File: src/rtl/hash_unround.sv
// Sequential inverse of the 8-bit hash round: recovers the initial state from a final state and message, one round per clock.
// Optional HASH_UNROUND_CHECK_EN adds expect_state/match for comparing the recovered state against an expected value.
module hash_unround #(
  parameter int unsigned NUM_ROUNDS = 8
) (
  input  logic        clk,
  input  logic        reset,
  input  logic        in_valid,
  output logic        in_ready,
  input  logic [31:0] in_state,
  input  logic [63:0] in_msg,
  output logic        out_valid,
  input  logic        out_ready,
  output logic [31:0] out_state
`ifdef HASH_UNROUND_CHECK_EN
  ,
  input  logic [31:0] expect_state,
  output logic        match
`endif
);

  typedef enum logic [1:0] {IDLE, RUN, DONE} state_e;

  state_e      state_q;
  logic        in_ready_q;
  logic        out_valid_q;
  logic [31:0] work_q;
  logic [63:0] msg_q;
  logic [2:0]  round_q;
`ifdef HASH_UNROUND_CHECK_EN
  logic [31:0] expect_q;
  logic        match_q;
`endif

  logic [7:0]  c_w, b_w, d_w, x_w, mix_w, a_w, byte_w;
  logic [15:0] rot_w;
  logic [31:0] work_d;

  // Inverse of round round_q applied to the working register.
  always_comb begin
    c_w    = work_q[31:24];
    b_w    = work_q[23:16];
    d_w    = work_q[7:0];
    rot_w  = {work_q[15:8], work_q[15:8]} >> round_q;
    x_w    = rot_w[7:0];
    byte_w = msg_q[{round_q, 3'b000} +: 8];
    case (round_q)
      3'd0, 3'd1, 3'd2: mix_w = (c_w & b_w) | (~b_w & d_w);
      3'd3, 3'd4:       mix_w = (c_w & b_w) | (b_w & d_w) | (d_w & c_w);
      default:          mix_w = c_w ^ b_w ^ d_w;
    endcase
    a_w    = x_w - mix_w - byte_w;
    work_d = {d_w, c_w, b_w, a_w};
  end

  always_ff @(posedge clk) begin
    if (reset) begin
      state_q     <= IDLE;
      in_ready_q  <= 1'b1;
      out_valid_q <= 1'b0;
      work_q      <= '0;
      msg_q       <= '0;
      round_q     <= '0;
`ifdef HASH_UNROUND_CHECK_EN
      expect_q    <= '0;
      match_q     <= 1'b0;
`endif
    end else begin
      case (state_q)
        IDLE: begin
          if (in_valid) begin
            work_q     <= in_state;
            msg_q      <= in_msg;
            round_q    <= 3'(NUM_ROUNDS - 1);
            in_ready_q <= 1'b0;
            state_q    <= RUN;
`ifdef HASH_UNROUND_CHECK_EN
            expect_q   <= expect_state;
`endif
          end
        end
        RUN: begin
          work_q <= work_d;
          if (round_q == 3'd0) begin
            out_valid_q <= 1'b1;
            state_q     <= DONE;
`ifdef HASH_UNROUND_CHECK_EN
            match_q     <= (work_d == expect_q);
`endif
          end else begin
            round_q <= round_q - 3'd1;
          end
        end
        DONE: begin
          if (out_ready) begin
            out_valid_q <= 1'b0;
            in_ready_q  <= 1'b1;
            state_q     <= IDLE;
`ifdef HASH_UNROUND_CHECK_EN
            match_q     <= 1'b0;
`endif
          end
        end
        default: begin
          state_q     <= IDLE;
          in_ready_q  <= 1'b1;
          out_valid_q <= 1'b0;
        end
      endcase
    end
  end

  assign in_ready  = in_ready_q;
  assign out_valid = out_valid_q;
  assign out_state = work_q;
`ifdef HASH_UNROUND_CHECK_EN
  assign match     = match_q;
`endif

endmodule

File: config.mk
export PLATFORM = sky130hd
export DESIGN_NAME = hash_unround
export DESIGN_NICKNAME = d
export VERILOG_FILES = /design/src/rtl/hash_unround.sv
export SDC_FILE = /design/constraint.sdc
export NUM_CORES = 1
export LEC_CHECK = 0
export CAP_MARGIN = 30
export CORE_MARGIN = 2
export CORE_UTILIZATION = 54
export CTS_CLUSTER_SIZE = 16
export DETAILED_ROUTE_END_ITERATION = 12
export HOLD_SLACK_MARGIN = 0.03
export PLACE_DENSITY = 0.92
export SETUP_SLACK_MARGIN = 0.4
export SYNTH_ARGS = -nofsm -noshare
export SYNTH_HDL_FRONTEND = slang
export SYNTH_SLANG_ARGS = --single-unit
File: constraint.sdc
create_clock -name clk -period 9.7 [get_ports clk]
set_input_delay 1.94 -clock clk [delete_from_list [all_inputs] [get_ports clk]]
set_output_delay 1.94 -clock clk [all_outputs]
set_load 0.005 [all_outputs]
==> metrics, run 1 <==
antenna violations before repair 0; Post-synth EDFFs 0; setup TNS 0 ps; clock sink total 103; GRT Total Usage 0.282; Die Width 105 µm; peak supply drop 0.121 mV; maximum number of pins on one net before global-route repair 104; die height between 100 and 150 µm; worst skew pair latency 380 ps; #FFs+latches synth ~100; fill count between 600 and 700; final cycle utilization of the critical path 0.472; post-synth top area share 0.375; Clock transition at path regs 100 ps; Post-Syn Instances 644; Setup WS pre-CTS 5170 ps; Slew Limit Headroom 0.320; ranking of synthesized cells by area dfxtp_1 37%, nand2_1 12%, a21oi_1 9.1%; post-synthesis sequential area ratio 0.375; max-cap violations 0; Area growth, synth to finish 29.5%; Worst R2R Start round_q[0]$_SDFFE_PP0P_; HPWL after DPL 11500 µm; CTS resizes 0; Synth Net Count 771; GP Congestion 0.991; clock buffer depth 2; number of CTS-inserted buffers 9; Synth warnings 0; Crit Path Class flip-flop to flip-flop; Async S/R FF share, synth 0; Starting DRT DRC Count between 300 and 400; TritonCTS clock tree yes; R2R Setup Slk 5120 ps; slew of the pin with the lowest slew margin 1020 ps; IO buf count 133; Reg area 2060 µm²; critical path arrival between 4000 and 5000 ps; cell taking the most area after synthesis dfxtp_1; path length in cells of the critical path 16; Final Critical Period 4580 ps; Critical Path Slowest Stage Cell dfxtp_1; Post-Syn Area per Cell 8.54 µm²; area occupied by multi-input gates about 3100 µm²; Pleak between 0.002 and 0.003 µW; Die Area 11000 µm²; Worst Clk Skew 15.4 ps; share of cells above drive strength 1 0.0809; Residual DRC 0; Cell Rows 36; Util after Layout 0.726; post-route ant nets 0; Setup crit start kind flip-flop; total grt overflow 0; crit-path leading delay family adder cells; drt pass-1 iters 8; Peak Freq 0.218 GHz; Worst EP required 9930 ps; setup bufs post-CTS 0; critical path launch point round_q[0]$_SDFFE_PP0P_; Critical Path Max Stage Delay 750 ps; kind of end point of the critical path flip-flop; Post-synth top cells 170 x nand2_1, 103 x dfxtp_1, 100 x a21oi_1; worst reg2reg path depth 16; Post-Syn Area 5500 µm²; vias in the first global route 5112; crit path max fanout 14; class of the worst hold path flip-flop to flip-flop; first-pass GRT wire length 24900 µm; H-tree Lvls 3; Boundary Pins 134; DR WL/cell between 15 and 20 µm; CP Cell Sequence buf_4 > inv_1 > ha_1 > nor3_1 > nor2_1 > nand2_1 > o221ai_1 > fa_1 > inv_1 > ha_1 > a21o_1 > a21oi_1 > o21bai_1 > a21oi_1 > xor2_1 > o22ai_1; Final Hold Viols 0; CP bufs+invs 3; R2R Path End out_state[6]$_SDFFE_PP0P_; via count 5241; nets around 880; status completed; Initial Util 0.560; cell with the most instances after synthesis nand2_1; Root Buffer clkbuf_8; RSZ-0062 raised after global routing no; diode count 0; Vias/cell between 5 and 6; Setup-failing EPs final 0; Netlist cell types 46; cts hold-fix bufs 0; CP Capture Point out_state[6]$_SDFFE_PP0P_; DRT Wirelength 15600 µm; Pwr per Cell Area 207 nW/µm²; Slew Viols, Final 0; fin worst setup slack 5120 ps; Main synth FF type dfxtp_1; core area 9820 µm²
flip-flops by register name (all words and copies together), names as in the netlist:
signal     flops
out_valid      1
round_q        3
state_q        2
out_state     32
in_ready       1
msg_q         64
cells in the final DEF, fill, tap and decap left out, drive strengths merged, types with 12 or more instances in the layout:
cell type / count
nor2: 19
inv: 37
a22oi: 29
mux4: 19
mux2i: 21
dfxtp: 103
ha: 12
clkdlybuf4s50: 132
fa: 15
nand2: 170
a21oi: 100
metrics by stage:
| stage | hold WS, ps | total power, µW | instance area (µm²) | std cells |
|---|---|---|---|---|
| 4_1_cts | 460 | 1460 | 7100 | 886 |
| 6_report | 460 | 1480 | 7130 | 887 |
| 5_1_grt | 473 | 1550 | 7130 | 887 |
| 3_3_place_gp | 440 | 1130 | 6850 | 869 |
| 2_1_floorplan | 433 | 956 | 5500 | 644 |
| 3_5_place_dp | 447 | 1180 | 6900 | 871 |
logic make-up (layout without fill, tap and decap cells):
kind of cell | Yosys count | count (layout) | share of synthesized area
simple gates | 209 | 209 | 0.153
compound gates | 165 | 165 | 0.179
flops | 103 | 103 | 0.375
buf+inv | 79 | 189 | 0.0557
mux | 50 | 50 | 0.139
fa+ha+maj | 27 | 27 | 0.0819
xor+xnor | 11 | 11 | 0.0175
how the worst min path moves through the flow:
stage	start	cells past startpoint	to
floorplan	msg_q[16]$_SDFFE_PP0P_	2	msg_q[16]$_SDFFE_PP0P_
global placement	msg_q[59]$_SDFFE_PP0P_	2	msg_q[59]$_SDFFE_PP0P_
CTS	msg_q[36]$_SDFFE_PP0P_	2	msg_q[36]$_SDFFE_PP0P_
finish	msg_q[45]$_SDFFE_PP0P_	2	msg_q[45]$_SDFFE_PP0P_
detailed placement	msg_q[36]$_SDFFE_PP0P_	2	msg_q[36]$_SDFFE_PP0P_
global route	msg_q[54]$_SDFFE_PP0P_	2	msg_q[54]$_SDFFE_PP0P_
report_power, final:
part / total (µW) / internal (µW) / switching, µW
sequential: 529 / 469 / 60.2
combinational: 666 / 322 / 344
clock: 280 / 128 / 153
worst reg2reg max path, cell delays in order, from the launching register on:
cell      delay, ps
dfxtp_1         750
buf_4           360
inv_1           190
ha_1            310
nor3_1          320
nor2_1          140
nand2_1         100
o221ai_1        160
fa_1            560
inv_1            40
ha_1            360
a21o_1          220
a21oi_1         290
o21bai_1        120
a21oi_1         210
xor2_1          190
o22ai_1         100
cell type report:
cell class / instances / share of cell area
well taps: 133 / 0.0233
repair buffers: 139 / 0.199
inverters: 35 / 0.0184
clock inverters: 5 / 0.00913
flip-flops and latches: 103 / 0.289
clock buffers: 10 / 0.0193
multi-input cells: 462 / 0.441
layer usage:
metal  GRT usage  vias up  wire, µm
li1            -     2417         -
met4       0.123        0       460
met1       0.362     2503      6200
met5           0        -         0
met2       0.468      286      7620
met3      0.0462       35      1270
No activity file was read; power rests on OpenSTA's default activity.
==> inputs of run 2 (changes only) <==
- CORE_UTILIZATION: 54 -> 45
- PLACE_DENSITY: 0.92 -> 0.83
- clock period: 9.7 -> 4.11 ns (I/O delays scaled with it)
==> metrics, run 2 (synthesis results as in run 1) <==
Initial Util 0.460; antenna violations before repair 0; Worst R2R Start round_q[0]$_SDFFE_PP0P_; vias in the first global route 4918; slew of the pin with the lowest slew margin 696 ps; setup TNS 0 ps; Setup crit start kind flip-flop; CP Capture Point out_state[7]$_SDFFE_PP0P_; peak supply drop 0.255 mV; Starting DRT DRC Count 497; DRT Wirelength 15200 µm; max FFs per register 64; RSZ-0062 raised after global routing no; crit-path leading delay family adder cells; drt pass-1 iters 5; R2R Path End out_state[7]$_SDFFE_PP0P_; Final Critical Period 3520 ps; final design area excluding fillers 7280 µm²; first-pass GRT wire length 24400 µm; die height 115 µm; class of the worst hold path flip-flop to flip-flop; status completed; IO buf count between 100 and 150; max-cap violations 0; kind of end point of the critical path flip-flop; total grt overflow 0; Peak Freq 0.284 GHz; Critical Path Max Stage Delay 530 ps; Worst Clk Skew 11.8 ps; number of CTS-inserted buffers 9; Crit Path Class flip-flop to flip-flop; clock sink total 103; R2R Setup Slk 590 ps; CP bufs+invs 2; maximum number of pins on one net before global-route repair between 60 and 70; commonest non-fill, non-tap cell in the layout nand2_1; path length in cells of the critical path 12; nets about 880; CP Cell Sequence buf_6 > mux4_2 > mux2_2 > fa_1 > inv_1 > ha_1 > a21oi_1 > nor2b_1 > a21o_1 > a41oi_1 > or4_1 > o211ai_2; Clock transition at path regs about 80 ps; Area growth, synth to finish 32.4%; share of cells above drive strength 1 0.0974; GRT Total Usage 0.235; diode count 0; post-route ant nets 0; HPWL after DPL 11300 µm; Residual DRC 0; Post-DP Area 6920 µm²; most frequent cells in the layout 169 x nand2_1, 132 x clkdlybuf4s50_1, 102 x dfxtp_1; core area between 10000 and 15000 µm²; worst skew pair latency 350 ps; Critical Path Slowest Stage Cell mux4_2; Slew Limit Headroom 0.534; via count 5027; Pwr per Cell Area 503 nW/µm²; critical path arrival 3790 ps; Worst EP required 4390 ps; critical path launch point round_q[0]$_SDFFE_PP0P_; clock buffer depth 2; Slew Viols, Final 0; final cycle utilization of the critical path 0.856; H-tree Lvls 3; Die Width 115 µm; Root Buffer clkbuf_16; cts hold-fix bufs 0; TritonCTS clock tree yes; crit path max fanout 16; worst reg2reg path depth 12; Vias/cell 5.54; DR WL/cell 16.7 µm; Pleak 0.00272 µW; Boundary Pins 134; Final Hold Viols 0; hold path depth 2; GP Congestion between 0.8 and 0.9; Cell Rows 40; Setup-failing EPs final 0; Top reg by flops msg_q; Die Area roughly 13000 µm²
run 2: final cells by class:
type                    instances  area [µm²]
well taps                     147         184
clock buffers                   9         225
flip-flops and latches        103        2060
repair buffers                144        1420
fillers                      1005        4680
clock inverters                 7        86.3
inverters                      35         131
multi-input cells             462        3170
run 2: where the power goes:
part / switching, µW / total, µW / internal [µW]
Combinational: 773 / 1540 / 763
Clock: 405 / 891 / 485
Sequential: 129 / 1240 / 1110
run 2: layer usage:
layer | up-vias | wire [µm] | track usage
met3 | 19 | 1000 | 0.0434
met1 | 2375 | 6640 | 0.317
met4 | 0 | 257 | 0.0732
met5 | - | 0 | 0
li1 | 2429 | - | -
met2 | 204 | 7270 | 0.383
run 2: how the worst min path moves through the flow:
stage / startpoint / to
detailed placement: msg_q[62]$_SDFFE_PP0P_ / msg_q[62]$_SDFFE_PP0P_
global route: msg_q[36]$_SDFFE_PP0P_ / msg_q[36]$_SDFFE_PP0P_
finish: msg_q[62]$_SDFFE_PP0P_ / msg_q[62]$_SDFFE_PP0P_
floorplan: msg_q[16]$_SDFFE_PP0P_ / msg_q[16]$_SDFFE_PP0P_
CTS: msg_q[62]$_SDFFE_PP0P_ / msg_q[62]$_SDFFE_PP0P_
global placement: msg_q[33]$_SDFFE_PP0P_ / msg_q[33]$_SDFFE_PP0P_
run 2: worst register-to-register path: stages (launching register included):
cell      delay, ps
dfxtp_1         400
buf_6           240
mux4_2          540
mux2_2          290
fa_1            500
inv_1            40
ha_1            350
a21oi_1          90
nor2b_1         160
a21o_1          130
a41oi_1         140
or4_1           500
o211ai_2         70
run 2: what timing repair did:
item | 4_1_cts | 5_1_grt
setup endpoints to repair | 0 | 4
buffers inserted | 0 | 2
gates resized for setup | 0 | 11
endpoints found under the hold margin | 0 | 0
run 2: through the flow:
stage / utilization / power (µW) / setup slack, ps / hold slack [ps] / instances
CTS: 0.604 / 3640 / 442 / 454 / 905
floorplan: - / 2260 / 510 / 433 / 644
global placement: 0.578 / 2710 / 530 / 441 / 889
finish: 0.609 / 3660 / 593 / 455 / 907
detailed placement: 0.578 / 2750 / 474 / 443 / 889
global route: 0.609 / 3910 / 398 / 480 / 907
==> inputs of run 3 (changes only) <==
- CAP_MARGIN: 30 -> 25
==> results of run 3 <==
No change in the layout: final DEF, timing and power equal those of run 2.
